$ cat src/rtl/fifo_wr_arbiter_if.sv
// fifo_wr_arbiter_if: requester-side and FIFO-side signals of the write-port arbiter
interface fifo_wr_arbiter_if #(
  parameter int NUM_REQ    = 4,
  parameter int DATA_WIDTH = 4
);
  localparam int IW = $clog2(NUM_REQ);
  logic [NUM_REQ-1:0]            req;
  logic [NUM_REQ*DATA_WIDTH-1:0] req_data;
  logic [NUM_REQ-1:0]            req_last;
  logic [NUM_REQ-1:0]            req_ack;
  logic [NUM_REQ-1:0]            grant;
  logic [IW-1:0]                 grant_id;
  logic                          busy;
  logic                          fifo_full;
  logic                          fifo_afull;
  logic                          fifo_wr_en;
  logic [DATA_WIDTH-1:0]         fifo_wr_data;
  modport master (
    input  req, req_data, req_last, fifo_full, fifo_afull,
    output req_ack, grant, grant_id, busy, fifo_wr_en, fifo_wr_data
  );
  modport slave (
    output req, req_data, req_last, fifo_full, fifo_afull,
    input  req_ack, grant, grant_id, busy, fifo_wr_en, fifo_wr_data
  );
endinterface

$ cat src/rtl/fifo_wr_arbiter.sv
// fifo_wr_arbiter: round-robin burst arbiter sharing one async-FIFO write port
module fifo_wr_arbiter #(
  parameter int NUM_REQ    = 4,
  parameter int DATA_WIDTH = 4,
  parameter int MAX_BURST  = 4
) (
  input  logic                wr_clk,
  input  logic                wr_rst,
  fifo_wr_arbiter_if.master   bus
);
  localparam int IW = $clog2(NUM_REQ);
  localparam int CW = $clog2(MAX_BURST) + 1;
  typedef enum logic {IDLE, BURST} state_t;
  state_t             r_state;
  logic [NUM_REQ-1:0] r_grant;
  logic [IW-1:0]      r_grant_id;
  logic [IW-1:0]      r_ptr;
  logic [CW-1:0]      r_cnt;
  logic [IW-1:0]      w_sel;
  logic [IW-1:0]      w_next_ptr;
  logic               w_sel_ok;
  logic               w_req_g;
  logic               w_wr_en;
  logic               w_end;
  // scan downward so the lowest circular offset from the pointer wins
  always_comb begin
    w_sel_ok = 1'b0;
    w_sel    = '0;
    for (int k = NUM_REQ - 1; k >= 0; k--)
      if (bus.req[(int'(r_ptr) + k) % NUM_REQ]) begin
        w_sel_ok = 1'b1;
        w_sel    = IW'((int'(r_ptr) + k) % NUM_REQ);
      end
  end
  assign w_req_g    = bus.req[r_grant_id];
  assign w_wr_en    = !wr_rst && r_state == BURST && w_req_g && !bus.fifo_full;
  assign w_end      = !w_req_g || (w_wr_en && (bus.req_last[r_grant_id] || r_cnt == CW'(MAX_BURST - 1)));
  assign w_next_ptr = r_grant_id == IW'(NUM_REQ - 1) ? '0 : r_grant_id + 1'b1;
  always_ff @(posedge wr_clk) begin
    if (wr_rst) begin
      r_state    <= IDLE;
      r_grant    <= '0;
      r_grant_id <= '0;
      r_cnt      <= '0;
      r_ptr      <= '0;
    end else if (r_state == IDLE) begin
      if (w_sel_ok && !bus.fifo_afull) begin
        r_state    <= BURST;
        r_grant    <= NUM_REQ'(1) << w_sel;
        r_grant_id <= w_sel;
        r_cnt      <= '0;
      end
    end else if (w_end) begin
      r_state    <= IDLE;
      r_grant    <= '0;
      r_grant_id <= '0;
      r_cnt      <= '0;
      r_ptr      <= w_next_ptr;
    end else if (w_wr_en) begin
      r_cnt <= r_cnt + 1'b1;
    end
  end
  assign bus.grant        = r_grant;
  assign bus.grant_id     = r_grant_id;
  assign bus.busy         = r_state == BURST;
  assign bus.fifo_wr_en   = w_wr_en;
  assign bus.fifo_wr_data = bus.req_data[r_grant_id*DATA_WIDTH +: DATA_WIDTH];
  assign bus.req_ack      = w_wr_en ? NUM_REQ'(1) << r_grant_id : '0;
endmodule

$ cat src/flat_wrapper.sv
// flat-port wrapper written by rule: the top's interface ports become plain ports
module fifo_wr_arbiter_flat 
#(
  parameter int NUM_REQ    = 4,
  parameter int DATA_WIDTH = 4,
  parameter int MAX_BURST  = 4
)
  (wr_clk, wr_rst, bus_req, bus_req_data, bus_req_last, bus_fifo_full, bus_fifo_afull, bus_req_ack, bus_grant, bus_grant_id, bus_busy, bus_fifo_wr_en, bus_fifo_wr_data);
  fifo_wr_arbiter_if #(.NUM_REQ(NUM_REQ), .DATA_WIDTH(DATA_WIDTH)) bus_i ();
  input  logic wr_clk;
  input  logic wr_rst;
  input wire logic [$bits(bus_i.req)-1:0] bus_req;
  input wire logic [$bits(bus_i.req_data)-1:0] bus_req_data;
  input wire logic [$bits(bus_i.req_last)-1:0] bus_req_last;
  input wire logic [$bits(bus_i.fifo_full)-1:0] bus_fifo_full;
  input wire logic [$bits(bus_i.fifo_afull)-1:0] bus_fifo_afull;
  output wire logic [$bits(bus_i.req_ack)-1:0] bus_req_ack;
  output wire logic [$bits(bus_i.grant)-1:0] bus_grant;
  output wire logic [$bits(bus_i.grant_id)-1:0] bus_grant_id;
  output wire logic [$bits(bus_i.busy)-1:0] bus_busy;
  output wire logic [$bits(bus_i.fifo_wr_en)-1:0] bus_fifo_wr_en;
  output wire logic [$bits(bus_i.fifo_wr_data)-1:0] bus_fifo_wr_data;
  assign bus_i.req = bus_req;
  assign bus_i.req_data = bus_req_data;
  assign bus_i.req_last = bus_req_last;
  assign bus_i.fifo_full = bus_fifo_full;
  assign bus_i.fifo_afull = bus_fifo_afull;
  assign bus_req_ack = bus_i.req_ack;
  assign bus_grant = bus_i.grant;
  assign bus_grant_id = bus_i.grant_id;
  assign bus_busy = bus_i.busy;
  assign bus_fifo_wr_en = bus_i.fifo_wr_en;
  assign bus_fifo_wr_data = bus_i.fifo_wr_data;
  fifo_wr_arbiter #(.NUM_REQ(NUM_REQ), .DATA_WIDTH(DATA_WIDTH), .MAX_BURST(MAX_BURST)) u_core (.wr_clk(wr_clk), .wr_rst(wr_rst), .bus(bus_i));
endmodule
$ cat config.mk
export PLATFORM = sky130hd
export DESIGN_NAME = fifo_wr_arbiter_flat
export DESIGN_NICKNAME = d
export VERILOG_FILES = /design/src/rtl/fifo_wr_arbiter_if.sv /design/src/rtl/fifo_wr_arbiter.sv /design/src/flat_wrapper.sv
export SDC_FILE = /design/constraint.sdc
export NUM_CORES = 1
export LEC_CHECK = 0
export BUFFER_PORTS_ARGS = -buffer_cell sky130_fd_sc_hd__buf_2
export CAP_MARGIN = 15
export CORE_MARGIN = 10
export CORE_UTILIZATION = 47
export CTS_BUF_LIST = sky130_fd_sc_hd__clkbuf_8
export CTS_CLUSTER_DIAMETER = 30
export DETAILED_ROUTE_END_ITERATION = 8
export PLACE_DENSITY = 0.81
export SKIP_LAST_GASP = 1
export SLEW_MARGIN = 20
export SYNTH_ARGS = -nofsm -noshare
export SYNTH_HDL_FRONTEND = slang
export SYNTH_SLANG_ARGS = --single-unit
$ cat constraint.sdc
create_clock -name wr_clk -period 1.8 [get_ports wr_clk]
set_input_delay 0.18 -clock wr_clk [delete_from_list [all_inputs] [get_ports wr_clk]]
set_output_delay 0.18 -clock wr_clk [all_outputs]
set_load 0.01 [all_outputs]
# Yosys cells after proc, flatten, opt, wreduce, memory -nomap -nowiden
# Cells that the tools add are included.
[op_classes]
n_addsub = 5
mul = 0
div = 0
magnitude_cmp = 5
eq_ne = 4
shift = 3
muxes = 38
n_bitwise = 3
reduce_logical = 18
[ops]
columns = ["operator", "n"]
rows = [
  ["1-bit two-way mux", 16],
  ["2-bit two-way mux", 8],
  ["4-bit two-way mux", 4],
  ["16-bit by 5-bit indexed part select with 4-bit output", 1],
  ["1-bit binary-select mux with 2-bit select", 6],
  ["3-bit by 4-bit less-than comparator with 1-bit output (second input constant)", 3],
  ["3-bit two-way mux", 4],
  ["1-bit by 2-bit left shift with 4-bit output (first input constant)", 2],
  ["2-bit by 3-bit less-than comparator with 1-bit output (second input constant)", 2],
  ["2-bit AND reduction", 3],
  ["2-bit OR reduction", 3],
  ["1-bit logical AND", 5],
  ["2-bit by 1-bit adder with 2-bit output (second input constant)", 2],
  ["2-bit adder (second input constant)", 2],
  ["1-bit logical NOT", 4],
  ["3-bit by 1-bit adder with 3-bit output (second input constant)", 1],
  ["1-bit AND (first input constant)", 3],
  ["3-bit by 2-bit equality test with 1-bit output (second input constant)", 1],
  ["3-bit inequality test (second input constant)", 1],
  ["2-bit equality test (second input constant)", 1],
  ["1-bit logical OR", 2],
  ["2-bit inequality test (second input constant)", 1],
  ["2-bit nonzero test", 1],
]
[word_totals]
register_bits = 12
latchBits = 0
mem_bits_rw = 0
mem_bits_ro = 0
inputBits = 28
memories = 0

# Logic depth before layout (Yosys ltp)
[depth]
depth_word = 13
ltp_mapped = 7

# Least setup slack after synthesis
# Ideal clock, no wire load.
[synth_path]
kind = "reg-to-output"
start = "reg u_core.r_grant_id[0] (netlist: u_core.bus.grant_id[0])"
end = "out bus_req_ack[0]"
arrival_ns = 1.550
required_time_ns = 1.620
setup_slack_ns = 0.070
path_stages_with_launch = 6
path_buffers = 1
path_cell_list = "dfxtp_1 > buf_6 > mux4_2 > nand2_1 > nor2_1 > and2_1"
[synth_via]
elab_chain_len = 5
elab_cells_between_ends = 6
[synth_lines]
columns = ["item", "line", "text"]
rows = [
  ["start, declared", "fifo_wr_arbiter.sv:16", "logic [IW-1:0] r_grant_id;"],
  ["start signal, assigned", "fifo_wr_arbiter.sv:50", "r_grant_id <= w_sel;"],
  ["1-bit binary-select mux with 2-bit select", "fifo_wr_arbiter.sv:35", "assign w_req_g = bus.req[r_grant_id];"],
  ["1-bit two-way mux (not written as such)", "fifo_wr_arbiter.sv:35", ""],
  ["1-bit logical AND (2 in a row)", "fifo_wr_arbiter.sv:36", "assign w_wr_en = !wr_rst && r_state == BURST && w_req_g && !bus.fifo_full;"],
  ["net bus_fifo_wr_en", "flat_wrapper.sv:21", "output wire logic [$bits(bus_i.fifo_wr_en)-1:0] bus_fifo_wr_en;"],
  ["4-bit two-way mux", "fifo_wr_arbiter.sv:68", "assign bus.req_ack = w_wr_en ? NUM_REQ'(1) << r_grant_id : '0;"],
  ["end, declared", "flat_wrapper.sv:17", "output wire logic [$bits(bus_i.req_ack)-1:0] bus_req_ack;"],
]
# The timed path passes the listed nets, and every way through them passes these cells. The select of a mux whose other input is x is not followed.

# Final worst setup path
[layout_path]
start = "reg u_core.r_grant_id[0] (netlist: u_core.bus.grant_id[0])"
end = "out bus_req_ack[3]"
[layout_via]
elab_chain_len = 5
elab_cells_between_ends = 6
[layout_lines]
columns = ["item", "line"]
rows = [
  ["1-bit binary-select mux with 2-bit select", "fifo_wr_arbiter.sv:35"],
  ["1-bit two-way mux (not written as such)", "fifo_wr_arbiter.sv:35"],
  ["1-bit logical AND (2 in a row)", "fifo_wr_arbiter.sv:36"],
  ["4-bit two-way mux *", "fifo_wr_arbiter.sv:68"],
]
# Mark *: on every way between the ends. The rest lies on a longest branch, timed or not. The select of a mux whose other input is x is not followed.

==> parameters.txt <==
Parameter                              Value

STA
  Slew at the pin closest to its max-slew limit    0.457 ns
  Post-route clock skew    0.000857 ns
  Final-report max-slew violation count    0
  Maximum clock rate    568 MHz
  Number of failing hold endpoints at the final stage    0
  Post-layout minimum cycle time    1.76 ns
  PnR worst setup slack    0.0399 ns
  Max transition margin    0.692
  Share of the clock period used by the worst path    0.978
  Final setup violation count    0
  Worst slack on hold paths    0.324 ns

Worst setup path
  Peak fanout along the critical path    5
  Critical Path, Cell by Cell    mux4_2, nand2_4, nor2_4, and2_1, buf_2
  Worst setup EP type    primary output
  Crit-path leading delay family    multiplexers
  Master of the slowest instance on the critical path    sky130_fd_sc_hd__mux4_2
  Maximum cell stage delay along the critical path    0.54 ns
  Data arrival, critical path    1.58 ns
  Worst setup path class    reg -> out
  Buffer and inverter count on the worst path    1
  Required @ worst endpoint    1.62 ns
  Element type at the critical path start    flip-flop

Synth
  Async S/R FF share, synth    0
  Synth Flop Type    sky130_fd_sc_hd__dfxtp_1
  Netlist area before placement    903 µm²
  Synth Register Bits    12
  Share of synthesized area occupied by flip-flops and latches    0.266
  Count of warnings emitted by yosys    0
  Count of flip-flops with a built-in enable after synthesis    0
  Number of distinct library cell variants in the gate-level netlist after synthesis    34
  Cells after Synth    94
  Syn_area_per_cell    9.61 µm²
  Net Count, Synth    128

Clocking
  CTS root buffer    sky130_fd_sc_hd__clkbuf_8
  Number of CTS-inserted buffers    3
  H-tree depth    1
  CTS tree    done
  # clock sinks    12
  Worst skew pair latency    0.24 ns
  CTS Buffer Depth    2
  Clock-pin slew of the registers on the worst-case setup and hold paths    0.05 ns
  Post-CTS Hold Fix Bufs    0

Floorplanning
  Die span in x    63.8 µm
  DIE AREA    4080 µm²
  Starting Density    0.507
  Ports placed on the boundary    44
  Chip height    63.8 µm
  Floorplan core area    1780 µm²
  Std-Cell Rows    15

Place
  Post-Place Setup Slack    0.0931 ns
  DP HPWL    2250 µm
  Final GP Congestion    0.849
  Port Buffer Count    43

Detailed routing
  DRT Pass-1 Iters    4
  Remaining design rule violation count    0
  Initial drt markers    47
  Remaining antenna violation count    0
  Vias/cell    5.79
  Vias after detailed routing    972
  Mean routed wirelength per cell    17.2 µm
  Wire length after detailed routing    2900 µm

Cells and area
  Layout Area Growth over Synthesis    39.5%
  Layout Nets    178
  ANT cells    0
  Share of final-layout standard cells stronger than drive strength 1    0.497
  Most frequent cells in the layout    42 x sky130_fd_sc_hd__buf_2, 11 x sky130_fd_sc_hd__dfxtp_1, 8 x sky130_fd_sc_hd__buf_4
  Leading cell type in the layout, fill and taps excluded    sky130_fd_sc_hd__buf_2

Pwr
  Worst-case vdd ir drop    578 µV
  Power density cells    634 nW/µm²
  Pleak    0.000563 µW

GRT
  Vias in the first global route    1018
  Pin count of the biggest net entering global routing    15
  Global router's overall resource usage    0.137
  Aggregate global routing overflow    0
  Initial antenna violation count    0
  Wire length of the first global-routing pass    4730 µm

Run status
  Run status    finished clean

Worst hold path
  Worst hold path type    in -> reg

Job
  Max-cap viol count    0
[per-stage QoR]
| stage | instance area (µm²) | utilization | cells | setup TNS (ns) | total power (µW) |
|---|---|---|---|---|---|
| 3_5_place_dp | 1150 | 0.648 | 162 | 0 | 491 |
| 5_1_grt | 1260 | 0.707 | 168 | -0.0173 | 840 |
| 3_3_place_gp | 1150 | 0.648 | 162 | 0 | 484 |
| 6_report | 1260 | 0.707 | 168 | 0 | 799 |
| 2_1_floorplan | 903 | - | 94 | 0 | 411 |
| 4_1_cts | 1230 | 0.692 | 168 | 0 | 786 |
[metal layers]
| metal | share of wire | global-route usage | vias up | wire (µm) |
|---|---|---|---|---|
| li1 | - | - | 459 | - |
| met1 | 0.41 | 0.144 | 462 | 1200 |
| met2 | 0.48 | 0.235 | 43 | 1390 |
| met3 | 0.083 | 0.0610 | 8 | 241 |
| met4 | 0.021 | 0.0519 | 0 | 61 |
| met5 | 0 | 0 | - | 0 |
[area by class of cell]
cell class,count,area (µm²)
inverter,6,22.5
tap,25,31.3
sequential,12,244
multi-input combinational,70,626
fill,141,523
clock buffer,4,55.1
timing repair buffer,51,282
[report_power, final]
part | switching (µW) | internal (µW) | leakage, µW
Sequential | 9.40 | 277 | 0.0000983
Clock | 104 | 193 | 0.0000288
Combinational | 111 | 104 | 0.000436
Total | 224 | 575 | 0.000563
[timing repair]
item,CTS,global route
pin swaps,1,4
buffers inserted,2,1
setup endpoints to repair,9,17
resized for setup,3,7
[tightest hold or removal path: cells and delay by family]
| family | cells | cell delay, ns |
|---|---|---|
| buffers and inverters | 2 | 0.27 |
| AND/OR/NAND/NOR | 1 | 0.06 |
[state kept, by name, indices dropped and copies added (netlist names)]
name                 flops
u_core.bus.grant_id      2
u_core.r_ptr             2
u_core.bus.busy          1
u_core.r_cnt             3
u_core.bus.grant         4
[synth_stat cells, drive strengths merged, types with 2 or more instances]
library cell  instances  area, µm²
a21oi                 3       15.0
o22ai                 3       18.8
nand3                 6       30.0
or3                   2       17.5
or4                   2       15.0
inv                   5       18.8
nor3                  2       10.0
o21a                  3       22.5
mux2i                 6       60.1
and2                  4       25.0
o32ai                 5       58.8
ha                    6       75.1
nand2                 6       22.5
mux4                  5        113
nor2                  3       11.3
buf                   6       40.0
a221oi                2       17.5
nor2b                 2       12.5
dfxtp                12        240
[cells by family (layout without fill, tap and decap cells)]
kind of cell               after synthesis  count (layout)  synth area share
and+or+nand+nor                         31              31             0.191
AOI/OAI and AO/OA                       21              21             0.187
muxes                                   12              12             0.204
DFF                                     12              12             0.266
buffers and inverters                   12              61            0.0693
adders and majority gates                6               6            0.0831
[worst paths after layout]
kind,startpoint,cells after the start,to,slack (ns)
min,wr_rst,3,u_core.bus.busy,0.32
max,u_core.bus.grant_id[0],5,bus_req_ack[3],0.04
max reg2reg,u_core.bus.grant_id[0],6,u_core.r_cnt[0],0.04
min reg2reg,u_core.r_cnt[2],2,u_core.r_cnt[2],0.47
No activity file was read; power rests on OpenSTA's default activity.
